$ cat src/rtl/rf_pkg.sv
// Shared defaults and the dump sequencer state encoding for the register file.
package rf_pkg;

  localparam int unsigned RF_DW = 32;
  localparam int unsigned RF_AW = 5;

  typedef enum logic [1:0] {
    IDLE = 2'd0,
    RUN  = 2'd1,
    DONE = 2'd2
  } dump_state_e;

endpackage

$ cat src/rtl/rf_dump_seq.sv
// Dump sequencer: walks every register index once, one beat per accepted
// valid/ready handshake, then pulses dump_done for a single cycle.
module rf_dump_seq
  import rf_pkg::*;
#(
  parameter int unsigned DW = RF_DW,
  parameter int unsigned AW = RF_AW
) (
  input  logic          clk,
  input  logic          rst_n,
  input  logic          dump_req,
  input  logic          dump_ready,
  input  logic [DW-1:0] rd_data,
  output logic [AW-1:0] rd_addr,
  output logic          dump_busy,
  output logic          dump_valid,
  output logic [AW-1:0] dump_idx,
  output logic [DW-1:0] dump_data,
  output logic          dump_done
);

  localparam logic [AW-1:0] LAST_IDX = '1;

  dump_state_e   state;
  logic [AW-1:0] idx;
  logic          valid_q;
  logic          busy_q;
  logic          done_q;

  // Sequencer state, beat index and registered handshake outputs.
  always_ff @(posedge clk or negedge rst_n) begin
    if (!rst_n) begin
      state   <= IDLE;
      idx     <= '0;
      valid_q <= 1'b0;
      busy_q  <= 1'b0;
      done_q  <= 1'b0;
    end else begin
      done_q <= 1'b0;
      case (state)
        IDLE: begin
          if (dump_req) begin
            state   <= RUN;
            idx     <= '0;
            valid_q <= 1'b1;
            busy_q  <= 1'b1;
          end
        end
        RUN: begin
          if (valid_q && dump_ready) begin
            if (idx == LAST_IDX) begin
              state   <= DONE;
              valid_q <= 1'b0;
              done_q  <= 1'b1;
            end else begin
              idx <= idx + AW'(1);
            end
          end
        end
        DONE: begin
          state  <= IDLE;
          busy_q <= 1'b0;
        end
        default: begin
          state   <= IDLE;
          valid_q <= 1'b0;
          busy_q  <= 1'b0;
        end
      endcase
    end
  end

  // Beat data is the live array contents at the current index, so a write
  // landing on that register shows up while the beat is held.
  assign rd_addr    = idx;
  assign dump_data  = rd_data;
  assign dump_idx   = idx;
  assign dump_valid = valid_q;
  assign dump_busy  = busy_q;
  assign dump_done  = done_q;

endmodule

$ cat src/rtl/rf_mp.sv
// Multi-port register file: two bypassed combinational read ports, two
// prioritised write ports, and a handshake dump port for debug/trace.
module rf_mp
  import rf_pkg::*;
#(
  parameter int unsigned DW       = RF_DW,
  parameter int unsigned AW       = RF_AW,
  parameter bit          ZERO_REG = 1'b1
) (
  input  logic          clk,
  input  logic          rst_n,
  input  logic [AW-1:0] A1,
  input  logic [AW-1:0] A2,
  output logic [DW-1:0] RD1,
  output logic [DW-1:0] RD2,
  input  logic          we0,
  input  logic [AW-1:0] wa0,
  input  logic [DW-1:0] wd0,
  input  logic          we1,
  input  logic [AW-1:0] wa1,
  input  logic [DW-1:0] wd1,
  input  logic          dump_req,
  output logic          dump_busy,
  output logic          dump_valid,
  input  logic          dump_ready,
  output logic [AW-1:0] dump_idx,
  output logic [DW-1:0] dump_data,
  output logic          dump_done
);

  localparam int unsigned DEPTH = 2 ** AW;

  logic [DW-1:0] rf [DEPTH];
  logic          wr_ok0;
  logic          wr_ok1;
  logic [AW-1:0] seq_addr;
  logic [DW-1:0] seq_data;

  // Writes to the hardwired zero register are dropped.
  assign wr_ok0 = we0 && !(ZERO_REG && (wa0 == '0));
  assign wr_ok1 = we1 && !(ZERO_REG && (wa1 == '0));

  // Storage; port 1 is applied last so it wins an address collision.
  always_ff @(posedge clk or negedge rst_n) begin
    if (!rst_n) begin
      for (int i = 0; i < int'(DEPTH); i++) begin
        rf[i] <= '0;
      end
    end else begin
      if (wr_ok0) begin
        rf[wa0] <= wd0;
      end
      if (wr_ok1) begin
        rf[wa1] <= wd1;
      end
    end
  end

  // Read port 1: zero register, then port 1 bypass, then port 0 bypass, then array.
  always_comb begin
    RD1 = rf[A1];
    if (we0 && (wa0 == A1)) begin
      RD1 = wd0;
    end
    if (we1 && (wa1 == A1)) begin
      RD1 = wd1;
    end
    if (ZERO_REG && (A1 == '0)) begin
      RD1 = '0;
    end
  end

  // Read port 2: same selection order as port 1.
  always_comb begin
    RD2 = rf[A2];
    if (we0 && (wa0 == A2)) begin
      RD2 = wd0;
    end
    if (we1 && (wa1 == A2)) begin
      RD2 = wd1;
    end
    if (ZERO_REG && (A2 == '0)) begin
      RD2 = '0;
    end
  end

  // Third, unbypassed read port feeding the dump sequencer.
  assign seq_data = rf[seq_addr];

  rf_dump_seq #(
    .DW(DW),
    .AW(AW)
  ) u_dump_seq (
    .clk       (clk),
    .rst_n     (rst_n),
    .dump_req  (dump_req),
    .dump_ready(dump_ready),
    .rd_data   (seq_data),
    .rd_addr   (seq_addr),
    .dump_busy (dump_busy),
    .dump_valid(dump_valid),
    .dump_idx  (dump_idx),
    .dump_data (dump_data),
    .dump_done (dump_done)
  );

endmodule

$ cat config.mk
export PLATFORM = sky130hd
export DESIGN_NAME = rf_mp
export DESIGN_NICKNAME = d
export VERILOG_FILES = /design/src/rtl/rf_pkg.sv /design/src/rtl/rf_dump_seq.sv /design/src/rtl/rf_mp.sv
export SDC_FILE = /design/constraint.sdc
export NUM_CORES = 2
export LEC_CHECK = 0
export CORE_ASPECT_RATIO = 0.8
export CORE_MARGIN = 3
export CORE_UTILIZATION = 45
export DETAILED_ROUTE_END_ITERATION = 7
export DONT_BUFFER_PORTS = 1
export PLACE_DENSITY_LB_ADDON = 0.05
export SLEW_MARGIN = 20
export SYNTH_ARGS = -nofsm -noshare
export SYNTH_HDL_FRONTEND = slang
export SYNTH_SLANG_ARGS = --single-unit
export TNS_END_PERCENT = 5
$ cat constraint.sdc
create_clock -name clk -period 5.1 [get_ports clk]
set_input_delay 1.53 -clock clk [delete_from_list [all_inputs] [get_ports clk]]
set_output_delay 1.53 -clock clk [all_outputs]
set_load 0.05 [all_outputs]
==> results by group <==
Synth
  – Synth Area in Adders: 0.03459%
  – Predominant post-synthesis flop cell: dfrtp_1
  – Synth top area share: 35.76%
  – Syn Nets: 6829
  – XOR/XNOR Fraction of Synth Area: 0.2421%
  – Largest family of logic cells by synthesized area: multiplexers
  – Cell taking the most area after synthesis: dfrtp_1
  – Cell count after synthesis: 6737
  – Synth Cell Area: 72350 um2
  – Yosys warns: 0
  – Syn Area/Cell: between 10 and 15 um2
  – EDFF count, synth: 0
  – Netlist cell types: 53
  – Largest cells by area after synthesis: dfrtp_1 36%, mux4_2 24%, mux2i_1 16%
  – Post-synthesis compound-gate area fraction: 11.66%
  – Cell with the most instances after synthesis: mux2i_1
  – Asr flop ratio synth: 100.0%
  – Post-synthesis simple-gate area fraction: 7.652%
  – Commonest cells post-synth: 1122 x mux2i_1, 1034 x dfrtp_1, 756 x mux4_2
  – Post-synthesis mux area share: 39.57%
  – Sequential share of the synthesized area: a little over a third
  – Yosys reg bits: slightly above 1000

Worst hold path
  – Hold EP: rf[1020]$_DFF_PN0_
  – Worst hold path class: register to register
  – Hold_sp: rf[1020]$_DFF_PN0_
  – Worst hold stages: 0

Detailed routing
  – DRT iter0 DRCs: approximately 9100
  – DRC: 0
  – DRT antenna net count: 0
  – Vias: 60223
  – Routed WL: 337300 um
  – Drt wl/cell: 39.72 um
  – DR vias/cell: a little over 7
  – First-pass iteration count of the detailed router: 6

Floorplanning
  – Row Count: 130
  – IO Pins: ~190
  – Die footprint: 165700 um2
  – Core region area: 158400 um2
  – Die Y: approximately 360 um
  – Initial Utilization: 45.67%
  – Die extent in x: ~450 um

Timing
  – Normalized max-slew margin: 18.26%
  – WHS: 417.7 ps
  – Hold Fails Final Rpt: 0
  – Endpoints failing setup: 27
  – Clock skew: 3.803 ps
  – Tmin final: 5256 ps
  – RSZ-0062 raised after global routing: true
  – Max Fclk: 190.3 MHz
  – Slew Viols, Final: 0
  – Actual slew at the worst max-slew pin: 1223 ps
  – Fin crit share: 103.1%
  – Setup slack after layout: -156.0 ps

Job
  – Max Cap Viol: 0

Power
  – Static leakage: 0.03277 uW
  – Pwr Total: 37600 uW
  – IR drop worst, VDD: 306.6 uV
  – Pwr/cell area: around 470 nW/um2

Critical path
  – Critical path buffers and inverters: 2
  – Crit-path cells: mux4_2 -> a211oi_1 -> o21ai_0 -> nand3_1 -> nand2_1 -> buf_4 -> buf_12
  – Worst path required time: 3570 ps
  – WP data arrival: 3730 ps
  – CP peak stage delay: 780 ps
  – Crit path max fanout: 317
  – FF-to-FF End: u_dump_seq.dump_idx[3]$_DFFE_PN0P_
  – Worst R2R Start: u_dump_seq.dump_idx[1]$_DFFE_PN0P_
  – Slowest CP cell: mux4_2
  – Reg2reg path depth: 8
  – Worst Setup End Kind: output pin
  – R2R setup slack: 2270 ps
  – Worst setup path category: primary input to output pin
  – Family with the most delay on the worst path: multiplexers
  – Type of origin of the critical path: primary input

GRT
  – GRT Overall Usage: approximately 40%
  – First-pass GRT wire length: around 470000 um
  – Vias in the first global route: 56402
  – Pin count of the biggest net entering global routing: 318
  – Aggregate global routing overflow: 0
  – Initial antenna violation count: 4

Placed design
  – DP HPWL: approximately 190000 um
  – Global placer's final weighted congestion: between 0.8 and 0.9
  – Pre-CTS setup slack: -126.8 ps
  – Post-placement cell count: 8274
  – I/O Buffers: 0

Final layout
  – Non-filler cells, final: 8493
  – Layout Nets: 6376
  – Share of layout cells above drive strength 1: a little over a fifth
  – FILL cells: 13956
  – Synth-to-Final Area Change: 10.97%
  – Final core occ: 50.68%

Clock tree
  – H-tree depth: 3
  – CTS buffer count: 117
  – Worst-case clock buffer depth: 3
  – Sink Count: 1034
  – CTS tree: done
  – Clk_lat worst skew: 770 ps
  – Reg clk slew, reported paths: ~60 ps
  – Root Driver: clkbuf_16

Status
  – Violations in the final reports: negative setup slack
  – Status: finished, violations left
per-stage QoR:
step                      instance area [um2]  TNS (ps)
after floorplan                         72360     -4229
after global placement                  76000     -1282
after detailed placement                76130     -1261
after CTS                               80170    -12.83
after global routing                    80280    -1.871
final                                   80290     -1560
worst max path at each step:
stage,from,to,cells after the start
finish,A2[0],RD2[0],7
CTS,A2[0],RD2[30],9
detailed placement,A2[0],RD2[30],9
floorplan,A1[0],RD1[10],10
global placement,A2[0],RD2[16],7
global route,A2[0],RD2[17],9
metal layers:
metal / up-vias / track usage (%) / share of wire (%)
met1: 30838 / 54.94 / 39
li1: 24343 / - / -
met2: 4161 / 57.79 / 43
met5: - / 0 / 0.0039
met3: 879 / 12.45 / 12
met4: 2 / 20.46 / 6.1
layout by cell type (no fill, tap or decap), types with 6 or more instances in the layout:
master        n
a211oi_1     38
a21oi_1     536
a221oi_1      8
a22oi_1     144
a31oi_1      16
a32oi_1      64
and2_1        6
buf_12      128
buf_16       11
buf_4       189
bufinv_16    15
clkbuf_1     26
clkbuf_16   121
clkbuf_8     19
clkinv_2     24
dfrtp_1    1029
diode_2       6
mux2_2       28
mux2i_1    1122
mux4_2      756
nand2_1     606
nand2_4      15
nand2b_1      9
nand3_1      82
nand3_4       6
nand4_1       6
nor2_1      547
nor2_4       30
nor2b_1      10
nor2b_4       6
nor3_4        6
o21ai_0      34
o21ai_1     518
o221ai_1     32
o22ai_1      86
xnor2_1      10
xor2_1       10
report_power, final:
group,switching (uW),internal (uW),leakage [uW]
combinational,7720,7810,0.0181
clock,3850,5340,0.00197
sequential,2550,10300,0.0126
total,14100,23500,0.0328
registers in the layout, indices dropped and copies added, names as in the netlist:
name                   cells
u_dump_seq.dump_busy       1
u_dump_seq.dump_idx        5
u_dump_seq.state           2
rf                      1024
u_dump_seq.dump_done       1
u_dump_seq.dump_valid      1
area by class of cell:
| class | instances | area (um2) | share of cell area, % |
|---|---|---|---|
| Multi-Input combinational cell | 4798 | 43440 | 54.10 |
| Sequential cell | 1034 | 25890 | 32.25 |
| Timing Repair Buffer | 328 | 4284 | 5.336 |
| Clock buffer | 166 | 3387 | 4.219 |
| Tap cell | 2112 | 2643 | 3.291 |
| Clock inverter | 44 | 609.3 | 0.7589 |
| Inverter | 5 | 18.77 | 0.02338 |
| Antenna cell | 6 | 15.01 | 0.01870 |
cell families after synthesis:
group | Yosys count
flops | 1034
xor+xnor | 20
fa+ha+maj | 2
compound gates | 1486
mux | 1911
simple gates | 1379
buf+inv | 905
what timing repair did:
item	in CTS	in global routing
buffers inserted	0	2
endpoints found under the setup margin	34	39
gates resized for setup	10	7
hold buffers	0	0
endpoints found under the hold margin	0	0
Note: power is estimated with default switching activity, not from simulation.
